File: config.mk
export PLATFORM = sky130hd
export DESIGN_NAME = decode_stage
export DESIGN_NICKNAME = d
export VERILOG_FILES = /design/src/rtl/riscv_pkg.sv /design/src/rtl/inst_decoder.sv /design/src/rtl/decode_stage.sv
export SDC_FILE = /design/constraint.sdc
export NUM_CORES = 1
export LEC_CHECK = 0
export BUFFER_PORTS_ARGS = -buffer_cell sky130_fd_sc_hd__buf_2
export CORE_UTILIZATION = 50
export CTS_CLUSTER_SIZE = 28
export DETAILED_ROUTE_END_ITERATION = 16
export PLACE_DENSITY = 0.75
export SYNTH_ARGS = -nofsm -noshare
export SYNTH_HDL_FRONTEND = slang
export SYNTH_SLANG_ARGS = --single-unit
File: constraint.sdc
create_clock -name clk -period 2 [get_ports clk]
set_input_delay 0.2 -clock clk [delete_from_list [all_inputs] [get_ports clk]]
set_output_delay 0.2 -clock clk [all_outputs]
set_load 0.02 [all_outputs]
File: src/rtl/riscv_pkg.sv
// Shared RISC-V decode constants: immediate-format selects, base opcodes,
// and the decode stage's occupancy state type.
package riscv_pkg;

    // Immediate format selects shared with the immediate generator
    localparam logic [2:0] IMM_NONE = 3'd0;
    localparam logic [2:0] IMM_I    = 3'd1;
    localparam logic [2:0] IMM_S    = 3'd2;
    localparam logic [2:0] IMM_B    = 3'd3;
    localparam logic [2:0] IMM_U    = 3'd4;
    localparam logic [2:0] IMM_J    = 3'd5;

    // RV32I base opcodes (inst[6:0])
    localparam logic [6:0] OPC_LOAD   = 7'b0000011;
    localparam logic [6:0] OPC_OP_IMM = 7'b0010011;
    localparam logic [6:0] OPC_AUIPC  = 7'b0010111;
    localparam logic [6:0] OPC_STORE  = 7'b0100011;
    localparam logic [6:0] OPC_OP     = 7'b0110011;
    localparam logic [6:0] OPC_LUI    = 7'b0110111;
    localparam logic [6:0] OPC_BRANCH = 7'b1100011;
    localparam logic [6:0] OPC_JALR   = 7'b1100111;
    localparam logic [6:0] OPC_JAL    = 7'b1101111;
    localparam logic [6:0] OPC_SYSTEM = 7'b1110011;

    // Occupancy of the two-entry skid buffer
    typedef enum logic [1:0] {
        ST_EMPTY = 2'd0,
        ST_ONE   = 2'd1,
        ST_FULL  = 2'd2
    } stage_state_t;

endpackage

File: src/rtl/inst_decoder.sv
// Combinational opcode decoder: picks the immediate format and flags
// opcodes outside the supported RV32I set.
module inst_decoder
    import riscv_pkg::*;
(
    input  logic [6:0] opcode,
    output logic [2:0] imm_sel,
    output logic       illegal
);

    // Opcode to immediate-format lookup; unknown opcodes are illegal
    always_comb begin
        imm_sel = IMM_NONE;
        illegal = 1'b0;
        case (opcode)
            OPC_OP_IMM, OPC_LOAD, OPC_JALR, OPC_SYSTEM: imm_sel = IMM_I;
            OPC_STORE:                                  imm_sel = IMM_S;
            OPC_BRANCH:                                 imm_sel = IMM_B;
            OPC_LUI, OPC_AUIPC:                         imm_sel = IMM_U;
            OPC_JAL:                                    imm_sel = IMM_J;
            OPC_OP:                                     imm_sel = IMM_NONE;
            default:                                    illegal = 1'b1;
        endcase
    end

endmodule

File: src/rtl/decode_stage.sv
// Decode stage: two-entry skid buffer (main + skid) between fetch and
// execute. Opcode is decoded on entry so every output comes from flops.
// When the stage empties, main is reloaded with the NOP image so the
// outputs stay registered without an output mux.
module decode_stage
    import riscv_pkg::*;
#(
    parameter logic [31:0] NOP_INST = 32'h0000_0013
)
(
    input  logic        clk,
    input  logic        rst_n,
    input  logic        in_valid,
    output logic        in_ready,
    input  logic [31:0] in_inst,
    input  logic [31:0] in_pc,
    input  logic        flush,
    output logic        out_valid,
    input  logic        out_ready,
    output logic [31:0] out_inst,
    output logic [31:0] out_pc,
    output logic [2:0]  out_imm_sel,
    output logic [4:0]  out_rd,
    output logic [4:0]  out_rs1,
    output logic [4:0]  out_rs2,
    output logic        out_illegal
);

    stage_state_t state_reg, state_next;
    logic         in_ready_reg;

    logic [31:0] main_inst_reg, main_inst_next;
    logic [31:0] main_pc_reg,   main_pc_next;
    logic [2:0]  main_sel_reg,  main_sel_next;
    logic        main_ill_reg,  main_ill_next;

    logic [31:0] skid_inst_reg, skid_inst_next;
    logic [31:0] skid_pc_reg,   skid_pc_next;
    logic [2:0]  skid_sel_reg,  skid_sel_next;
    logic        skid_ill_reg,  skid_ill_next;

    logic [2:0] dec_sel;
    logic       dec_ill;
    logic       in_xfer;
    logic       out_xfer;

    inst_decoder u_inst_decoder (
        .opcode  (in_inst[6:0]),
        .imm_sel (dec_sel),
        .illegal (dec_ill)
    );

    assign in_xfer  = in_valid & in_ready_reg;
    assign out_xfer = (state_reg != ST_EMPTY) & out_ready;

    // Next state and entry contents; flush overrides every other move
    always_comb begin
        state_next     = state_reg;
        main_inst_next = main_inst_reg;
        main_pc_next   = main_pc_reg;
        main_sel_next  = main_sel_reg;
        main_ill_next  = main_ill_reg;
        skid_inst_next = skid_inst_reg;
        skid_pc_next   = skid_pc_reg;
        skid_sel_next  = skid_sel_reg;
        skid_ill_next  = skid_ill_reg;

        if (flush) begin
            state_next     = ST_EMPTY;
            main_inst_next = NOP_INST;
            main_pc_next   = 32'd0;
            main_sel_next  = IMM_I;
            main_ill_next  = 1'b0;
        end else begin
            case (state_reg)
                ST_EMPTY: begin
                    if (in_xfer) begin
                        state_next     = ST_ONE;
                        main_inst_next = in_inst;
                        main_pc_next   = in_pc;
                        main_sel_next  = dec_sel;
                        main_ill_next  = dec_ill;
                    end
                end
                ST_ONE: begin
                    if (in_xfer && out_xfer) begin
                        main_inst_next = in_inst;
                        main_pc_next   = in_pc;
                        main_sel_next  = dec_sel;
                        main_ill_next  = dec_ill;
                    end else if (in_xfer) begin
                        state_next     = ST_FULL;
                        skid_inst_next = in_inst;
                        skid_pc_next   = in_pc;
                        skid_sel_next  = dec_sel;
                        skid_ill_next  = dec_ill;
                    end else if (out_xfer) begin
                        state_next     = ST_EMPTY;
                        main_inst_next = NOP_INST;
                        main_pc_next   = 32'd0;
                        main_sel_next  = IMM_I;
                        main_ill_next  = 1'b0;
                    end
                end
                ST_FULL: begin
                    if (out_xfer) begin
                        state_next     = ST_ONE;
                        main_inst_next = skid_inst_reg;
                        main_pc_next   = skid_pc_reg;
                        main_sel_next  = skid_sel_reg;
                        main_ill_next  = skid_ill_reg;
                    end
                end
                default: begin
                    state_next     = ST_EMPTY;
                    main_inst_next = NOP_INST;
                    main_pc_next   = 32'd0;
                    main_sel_next  = IMM_I;
                    main_ill_next  = 1'b0;
                end
            endcase
        end
    end

    // State, entries and the look-ahead in_ready flag
    always_ff @(posedge clk or negedge rst_n) begin
        if (!rst_n) begin
            state_reg     <= ST_EMPTY;
            in_ready_reg  <= 1'b0;
            main_inst_reg <= NOP_INST;
            main_pc_reg   <= 32'd0;
            main_sel_reg  <= IMM_I;
            main_ill_reg  <= 1'b0;
            skid_inst_reg <= 32'd0;
            skid_pc_reg   <= 32'd0;
            skid_sel_reg  <= IMM_NONE;
            skid_ill_reg  <= 1'b0;
        end else begin
            state_reg     <= state_next;
            in_ready_reg  <= (state_next != ST_FULL);
            main_inst_reg <= main_inst_next;
            main_pc_reg   <= main_pc_next;
            main_sel_reg  <= main_sel_next;
            main_ill_reg  <= main_ill_next;
            skid_inst_reg <= skid_inst_next;
            skid_pc_reg   <= skid_pc_next;
            skid_sel_reg  <= skid_sel_next;
            skid_ill_reg  <= skid_ill_next;
        end
    end

    assign in_ready    = in_ready_reg;
    assign out_valid   = (state_reg != ST_EMPTY);
    assign out_inst    = main_inst_reg;
    assign out_pc      = main_pc_reg;
    assign out_imm_sel = main_sel_reg;
    assign out_illegal = main_ill_reg;
    assign out_rd      = main_inst_reg[11:7];
    assign out_rs1     = main_inst_reg[19:15];
    assign out_rs2     = main_inst_reg[24:20];

endmodule
==> impl_metrics.json <==
{
  "startpoint": "state_reg[0]$_DFF_PN0_",
  "grt_pass1_vias": 4642,
  "reg2reg_slack_ns": 0.14,
  "start_util_pct": 51.9,
  "synth_cell_types": 40,
  "dr.first_iter.drc_count": 313,
  "layout-drive-gt1-share_pct": 41.6,
  "ir_drop_mv": 0.545,
  "antennaDiodeCount": 0,
  "start_kind": "flop",
  "crit_type": "flop to flop",
  "ys.warnings.count": 0,
  "fin_crit_ns": 1.86,
  "drv_slew": 0,
  "fin_ws_ns": 0.143,
  "slew_headroom_pct": 55.7,
  "vias": 4517,
  "grt_antenna_before_repair": 0,
  "finalSetupTns_ns": 0,
  "async_reset_ff_share_pct": 100,
  "r2r-end": "out_imm_sel[0]$_DFFE_PN1P_",
  "end_kind": "flop",
  "finalWirelength_mm": 14.4,
  "htreeDepth": 4,
  "cts_buffers": 17,
  "cts_setup_buffers": 0,
  "die_width_um": 114,
  "fmax_mhz": 538,
  "synth-main-ff-cell": "dfrtp_1",
  "clock_skew_ns": 0.00723,
  "pre_cts_ws_ns": 0.169,
  "postSynthCellCount": 510,
  "wire_per_inst_um": 17.5,
  "viasPerCell": 5.48,
  "r2r_start": "state_reg[0]$_DFF_PN0_",
  "cts_tree": "yes",
  "cp_max_fo": 8,
  "overflow": 0,
  "synth_edf_count": 0,
  "tightest_slew_ns": 0.659,
  "cp_num_cells": 5,
  "worst-path-buf-inv": 1,
  "dieArea_um2": 13100,
  "grt.total_usage_pct": 23.4,
  "setup_viol": 0,
  "dr.pass1.iters": 5,
  "syn_nets": 579,
  "fillerInstances": 988,
  "critical-path-slowest-cell": "o31ai_1",
  "grt_max_degree": 65,
  "place.gp.congestion": 0.811,
  "area_growth_pct": 21.8,
  "hold_class": "input pin to flop",
  "die_y_um": 114,
  "grt_pass1_wl_mm": 23.4,
  "port_buffers": 153,
  "path_cells": "buf_4 > nor2b_1 > o31ai_1 > o311ai_1 > o21a_1",
  "yosys.area.top_type": "dfrtp_1",
  "num_io_pins": 154,
  "worst_r2r_path_depth": 5,
  "rsz0062_at_grt": "false",
  "ys_top_cells_by_area": "dfrtp_1 (54%), mux2_4 (16%), a22oi_1 (8.0%), nand2_1 (4.2%), o21ai_0 (3.8%)",
  "leakagePower_nw": 3.99,
  "critPathMaxStageDelay_ns": 0.59,
  "maxCapViolCount": 0,
  "coreArea_um2": 12200,
  "fin_crit_sh_pct": 92.9,
  "fin_nets": 712,
  "syn_area_um2": 6310,
  "yosysSeqAreaShare_pct": 55.2,
  "ant_nets": 0,
  "cts_sinks": 139,
  "clockBufferDepth": 2,
  "crit_required_ns": 2.35,
  "avgSynthCellArea_um2": 12.4,
  "clk_pin_slew_ns": 0.06,
  "final_util_pct": 63.2,
  "synth_seq_cells": 139,
  "remaining_drc_errors": 0,
  "status": "complete, no violations",
  "hold_viol": 0,
  "synth_top_area_share_pct": 53.6,
  "arrival_ns": 2.21,
  "rows": 40,
  "clockRootBuffer": "clkbuf_16",
  "post-dp-hpwl_mm": 9.40,
  "cp-endpoint": "out_imm_sel[0]$_DFFE_PN1P_",
  "p_per_area_nw_per_um2": 1080,
  "critical-path-top-delay-family": "compound AO/OA/AOI/OAI gates",
  "clkLatencyLatePin_ns": 0.42
}
[cell usage in the layout, fill, tap and decap left out, types with 4 or more instances in the layout]
master / count
buf_4: 7
a21oi_1: 6
dfstp_2: 4
nand2b_1: 4
o21ai_1: 16
clkbuf_1: 5
clkinv_2: 5
o21ai_0: 48
nand2_1: 71
clkbuf_16: 17
nor2_1: 7
a22oi_1: 67
dfrtp_1: 135
buf_2: 152
buf_12: 7
mux2_4: 66
[where the power goes]
group	switching, W	internal (W)	total, W
Combinational	0.000732	0.000842	0.00157
Sequential	0.000329	0.00335	0.00368
Clock	0.00114	0.00189	0.00303
Total	0.00220	0.00609	0.00828
[metrics by stage]
step | total power, W | area, um^2 | cells | hold slack (ns)
2_1_floorplan | 0.00477 | 6310 | 510 | -0.0956
3_3_place_gp | 0.00520 | 7110 | 791 | 0.134
3_5_place_dp | 0.00528 | 7110 | 791 | 0.144
4_1_cts | 0.00834 | 7680 | 824 | 0.00892
5_1_grt | 0.00864 | 7680 | 824 | 0.0176
6_report | 0.00828 | 7680 | 824 | 0.0258
[layer usage]
metal  vias to the layer above  global-route usage (%)  wire, um
li1                       2078                       -         -
met1                      2283                    29.3      5990
met2                       142                    38.6      7400
met3                        14                    7.25       861
met4                         0                    8.23       158
met5                         -                       0         0
[Yosys cell counts (all sizes together), types with 3 or more instances]
master and count:
dfstp 4, o21ai 66, a22oi 67, nand2b 4, clkbuf 16, o31ai 3, nor2 7, a21oi 6
mux2 66, buf 38, dfrtp 135, nand2 71
[cell families after synthesis]
logic type | Yosys count | synth area share [%]
buf+inv | 56 | 6.45
mux | 67 | 15.9
flops | 139 | 55.2
compound gates | 150 | 15.2
simple gates | 97 | 7.08
xor+xnor | 1 | 0.139
[how the worst min path moves through the flow]
stage                      startpoint                             to  slack (ns)  cells past startpoint
after floorplan                 rst_n             in_ready$_DFF_PN0_        -0.1                      0
after global placement          rst_n             in_ready$_DFF_PN0_        0.13                      1
after detailed placement        rst_n             in_ready$_DFF_PN0_        0.14                      1
after CTS                 in_inst[26]  skid_inst_reg[26]$_DFFE_PN0P_       0.009                      2
after global routing      in_inst[23]  skid_inst_reg[23]$_DFFE_PN0P_        0.02                      2
final                       in_pc[11]    skid_pc_reg[11]$_DFFE_PN0P_        0.03                      2
[timing repair]
item / 4_1_cts / 5_1_grt
endpoints found under the hold margin: 40 / 0
resized for setup: 0 / 0
hold buffers: 1 / 0
[final cells by class]
| class | count | area [um^2] | area share [%] |
|---|---|---|---|
| multi-input combinational | 315 | 2440 | 31.8 |
| clock inverter | 8 | 92.6 | 1.21 |
| inverter | 2 | 7.51 | 0.0977 |
| tap | 168 | 210 | 2.74 |
| timing repair buffer | 168 | 975 | 12.7 |
| clock buffer | 24 | 472 | 6.14 |
| sequential | 139 | 3480 | 45.3 |
No activity file was read; power rests on OpenSTA's default activity.
